### config.mk
export PLATFORM = sky130hd
export DESIGN_NAME = port_chk_fifo
export DESIGN_NICKNAME = d
export VERILOG_FILES = /design/src/rtl/port_chk_pkg.sv /design/src/rtl/port_chk_fifo.sv
export SDC_FILE = /design/constraint.sdc
export NUM_CORES = 1
export LEC_CHECK = 0
export CAP_MARGIN = 20
export CELL_PAD_IN_SITES_DETAIL_PLACEMENT = 1
export CELL_PAD_IN_SITES_GLOBAL_PLACEMENT = 1
export CORE_MARGIN = 5
export CORE_UTILIZATION = 50
export CTS_BUF_LIST = sky130_fd_sc_hd__clkbuf_16
export DETAILED_ROUTE_END_ITERATION = 16
export HOLD_SLACK_MARGIN = 0.15
export MAX_ROUTING_LAYER = met4
export PLACE_DENSITY_LB_ADDON = 0.15
export SLEW_MARGIN = 25
export SYNTH_ARGS = -nofsm -noshare
export SYNTH_HDL_FRONTEND = slang
export SYNTH_SLANG_ARGS = --single-unit
### constraint.sdc
create_clock -name clk -period 3.7 [get_ports clk]
set_clock_uncertainty 0.15 [all_clocks]
set_input_delay 0.37 -clock clk [delete_from_list [all_inputs] [get_ports clk]]
set_output_delay 0.37 -clock clk [all_outputs]
set_load 0.01 [all_outputs]
### src/rtl/port_chk_pkg.sv
// Shared types, defaults and the expected-value transform for the port match checker.
package port_chk_pkg;

  typedef logic [7:0] port_t;

  localparam int DEF_DEPTH   = 4;
  localparam int DEF_MAX_LAT = 5;

  typedef enum logic [1:0] {IDLE, TRACK, FAIL} state_t;

  function automatic port_t expected_xform(port_t p, bit xform_en);
    if (xform_en && (p >= 8'd4)) return p + 8'd1;
    return p;
  endfunction

endpackage

### src/rtl/port_chk_fifo.sv
// In-order tracker of expected values; every resident entry ages by one per clock,
// saturating at MAX_AGE.
module port_chk_fifo
  import port_chk_pkg::*;
#(
  parameter int DEPTH   = DEF_DEPTH,
  parameter int AGE_W   = 3,
  parameter int MAX_AGE = DEF_MAX_LAT + 1,
  localparam int CNT_W  = $clog2(DEPTH + 1),
  localparam int PTR_W  = (DEPTH > 1) ? $clog2(DEPTH) : 1
) (
  input  logic             clk,
  input  logic             rst,
  input  logic             push,
  input  port_t            push_data,
  input  logic             pop,
  output port_t            head_data,
  output logic [AGE_W-1:0] head_age,
  output logic [CNT_W-1:0] count,
  output logic             full,
  output logic             empty
);

  port_t            data_q [DEPTH];
  logic [AGE_W-1:0] age_q  [DEPTH];
  logic [PTR_W-1:0] rd_ptr;
  logic [PTR_W-1:0] wr_ptr;

  function automatic logic [PTR_W-1:0] ptr_inc(logic [PTR_W-1:0] p);
    if (p == PTR_W'(DEPTH - 1)) return '0;
    return p + PTR_W'(1);
  endfunction

  assign head_data = data_q[rd_ptr];
  assign head_age  = age_q[rd_ptr];
  assign full      = (count == CNT_W'(DEPTH));
  assign empty     = (count == '0);

  always_ff @(posedge clk or posedge rst) begin
    if (rst) begin
      rd_ptr <= '0;
      wr_ptr <= '0;
      count  <= '0;
    end else begin
      if (push) wr_ptr <= ptr_inc(wr_ptr);
      if (pop)  rd_ptr <= ptr_inc(rd_ptr);
      if (push && !pop)      count <= count + CNT_W'(1);
      else if (pop && !push) count <= count - CNT_W'(1);
    end
  end

  // Storage carries no reset: residency is defined purely by the pointers and count.
  always_ff @(posedge clk) begin
    for (int i = 0; i < DEPTH; i++) begin
      if (push && (wr_ptr == PTR_W'(i))) begin
        data_q[i] <= push_data;
        age_q[i]  <= '0;
      end else if (age_q[i] < AGE_W'(MAX_AGE)) begin
        age_q[i]  <= age_q[i] + AGE_W'(1);
      end
    end
  end

endmodule

==> run metrics <==
status=completed; fmax=~360 MHz; Final Instance Count excl. Fillers=217; Final Cycle Share=75.03%; WS Path Type=flip-flop to output port; # diodes=0; clk sinks=51; max-cap violations=0; Hold Crit Class=input pin to async pin; pwr/cell area=843.3 mW/mm²; crit path from=rd_ptr[0]; 1st-iter DRT viols=106; register area share after synthesis=66.97%; crit path capture type=output port; Critical Path Fanout Max=14; CTS buffer count=5; post-route setup TNS=0 ps; share of cells above drive strength 1=9.697%; Startpoint Class=flip-flop; # rows=24; post-CTS sizing=0; Yosys top cell area share=59.13%; Hold Vio Cnt, Final=0; placed cell count=around 210; largest area contributor in the netlist=edfxtp_1; vias=1221; number of global-route vias before repair=about 1400; Starting Density=51.32%; Distinct cells, synth=21; drt pass-1 iters=4; setup bufs post-CTS=0; data arrival time of the worst path=2260 ps; Avg Inst Size Synth=between 15 and 20 µm²; worst flop-to-flop path startpoint=rd_ptr[0]; Die Y=just under 80 µm; VDD IR max=0.0004280 V; I/O Buffers=27; Net Count, Synth=155; maximum clock path buffer count=2; gr ovfl total=0; first-pass GRT wire length=7569 µm; Mapped Area=0.002235 mm²; footprint of the multi-input gates=approximately 700 µm²; worst skew pair latency=280 ps; Ys Warns=0; Fillers=slightly below 400; initial antenna violation count=0; CTS tree=done; WL final=4569 µm; min Tclk post-route=about 2800 ps; endpoints failing setup=0; largest net degree at the start of global routing=16; Max transition margin=~50%; DR WL/cell=21.06 µm; most frequent cells in the layout=44 x edfxtp_1, 27 x clkdlybuf4s50_1, 11 x inv_1, 10 x ha_1; WP data required=3180 ps; Leakage=1.018 nW; CTS clock-pin slew for the worst setup and hold paths=60 ps; RSZ-0062 raised after global routing=false; die area=around 0.0059 mm²; remaining antenna violation count=0; I/O pins=28; drt via density=5.627; # hold bufs at CTS=0; clock root buffer=clkbuf_16; area grow syn2layout=20.55%; commonest non-fill, non-tap cell in the layout=edfxtp_1; Routability Congestion=0.7581; DP HPWL=3318 µm; Synth Instances=132; Yosys reg bits=between 50 and 60; die span in x=76.85 µm; Core Footprint=0.004354 mm²; H-Tree Depth=2; Layout Nets=187; Total GRT Usage=roughly 17%; Slew Limit Fails=0; Post-route DRC=0; Worst Tran Pin Value=747.8 ps; synth top area cells=edfxtp_1 59%, dfrtp_1 7.8%, mux4_2 7.1%, ha_1 5.6%, mux4_1 4.7%; FF/Latch Area=0.001496 mm²
state kept, by name, summed over array words and instances, names as in the netlist:
register and cells:
wr_ptr 2, count 3, rd_ptr 2, age_q 12, data_q 32
worst paths after layout:
path / to / slack (ps) / cells after the start
max: head_data[3] / 920 / 2
min: count[2] / 170 / 2
max reg2reg: rd_ptr[1] / 1980 / 2
min reg2reg: count[2] / 380 / 1
max in group asynchronous: wr_ptr[0] / 3020 / 2
min in group clk: count[2] / 380 / 1
stage by stage:
step           hold WS, ps  cell area, µm²  util, %  total power, mW  setup WS [ps]
2_1_floorplan        23.40            2235        -            1.455           2047
3_3_place_gp         350.6            2554    58.65            1.762           1242
3_5_place_dp         369.9            2554    58.65            1.858           1164
4_1_cts              176.9            2694    61.87            2.306          875.1
5_1_grt              204.9            2694    61.87            2.417          783.9
6_report             167.1            2694    61.87            2.272          923.7
critical path: stages, from the launching register on:
cell	delay (ps)
dfrtp_1	830
mux4_1	650
clkdlybuf4s50_1	500
report_power, final:
group	total [mW]	switching (mW)	internal, mW
combinational	0.811	0.340	0.470
sequential	1.03	0.195	0.834
clock	0.431	0.185	0.246
Yosys cell counts:
cell type	count
fa_1	1
buf_2	1
nor3_1	1
nand2_1	9
nor3b_1	6
o21ai_0	2
mux4_1	4
buf_6	1
xnor2_1	1
ha_1	10
mux2i_1	3
edfxtp_1	44
mux2_2	3
a21oi_1	1
nor2_1	9
dfrtp_1	7
xor2_1	2
mux4_2	7
nand3_1	5
and3_1	4
inv_1	11
layout make-up:
type                    count  area share, %
inverters                  11          1.533
clock inverters             3         0.5574
multi-input cells          68          25.27
repair buffers             27          10.03
well taps                  52          2.415
flip-flops and latches     51          55.55
clock buffers               5          4.645
layer usage:
layer	global-route usage, %	up-vias	share of wire [%]
met4	7.168	0	2.2
li1	-	568	-
met2	31.49	24	56
met1	18.15	619	38
met5	-	-	0
met3	3.513	10	3.3
cells by family after synthesis:
group	count (synthesis)	share of synthesized area, %
simple gates	34	7.502
xor+xnor	3	1.176
compound gates	3	0.6717
fa+ha+maj	11	6.495
mux	17	14.61
buf+inv	13	2.575
flops	51	66.97
(Power assumes the default switching activity.)
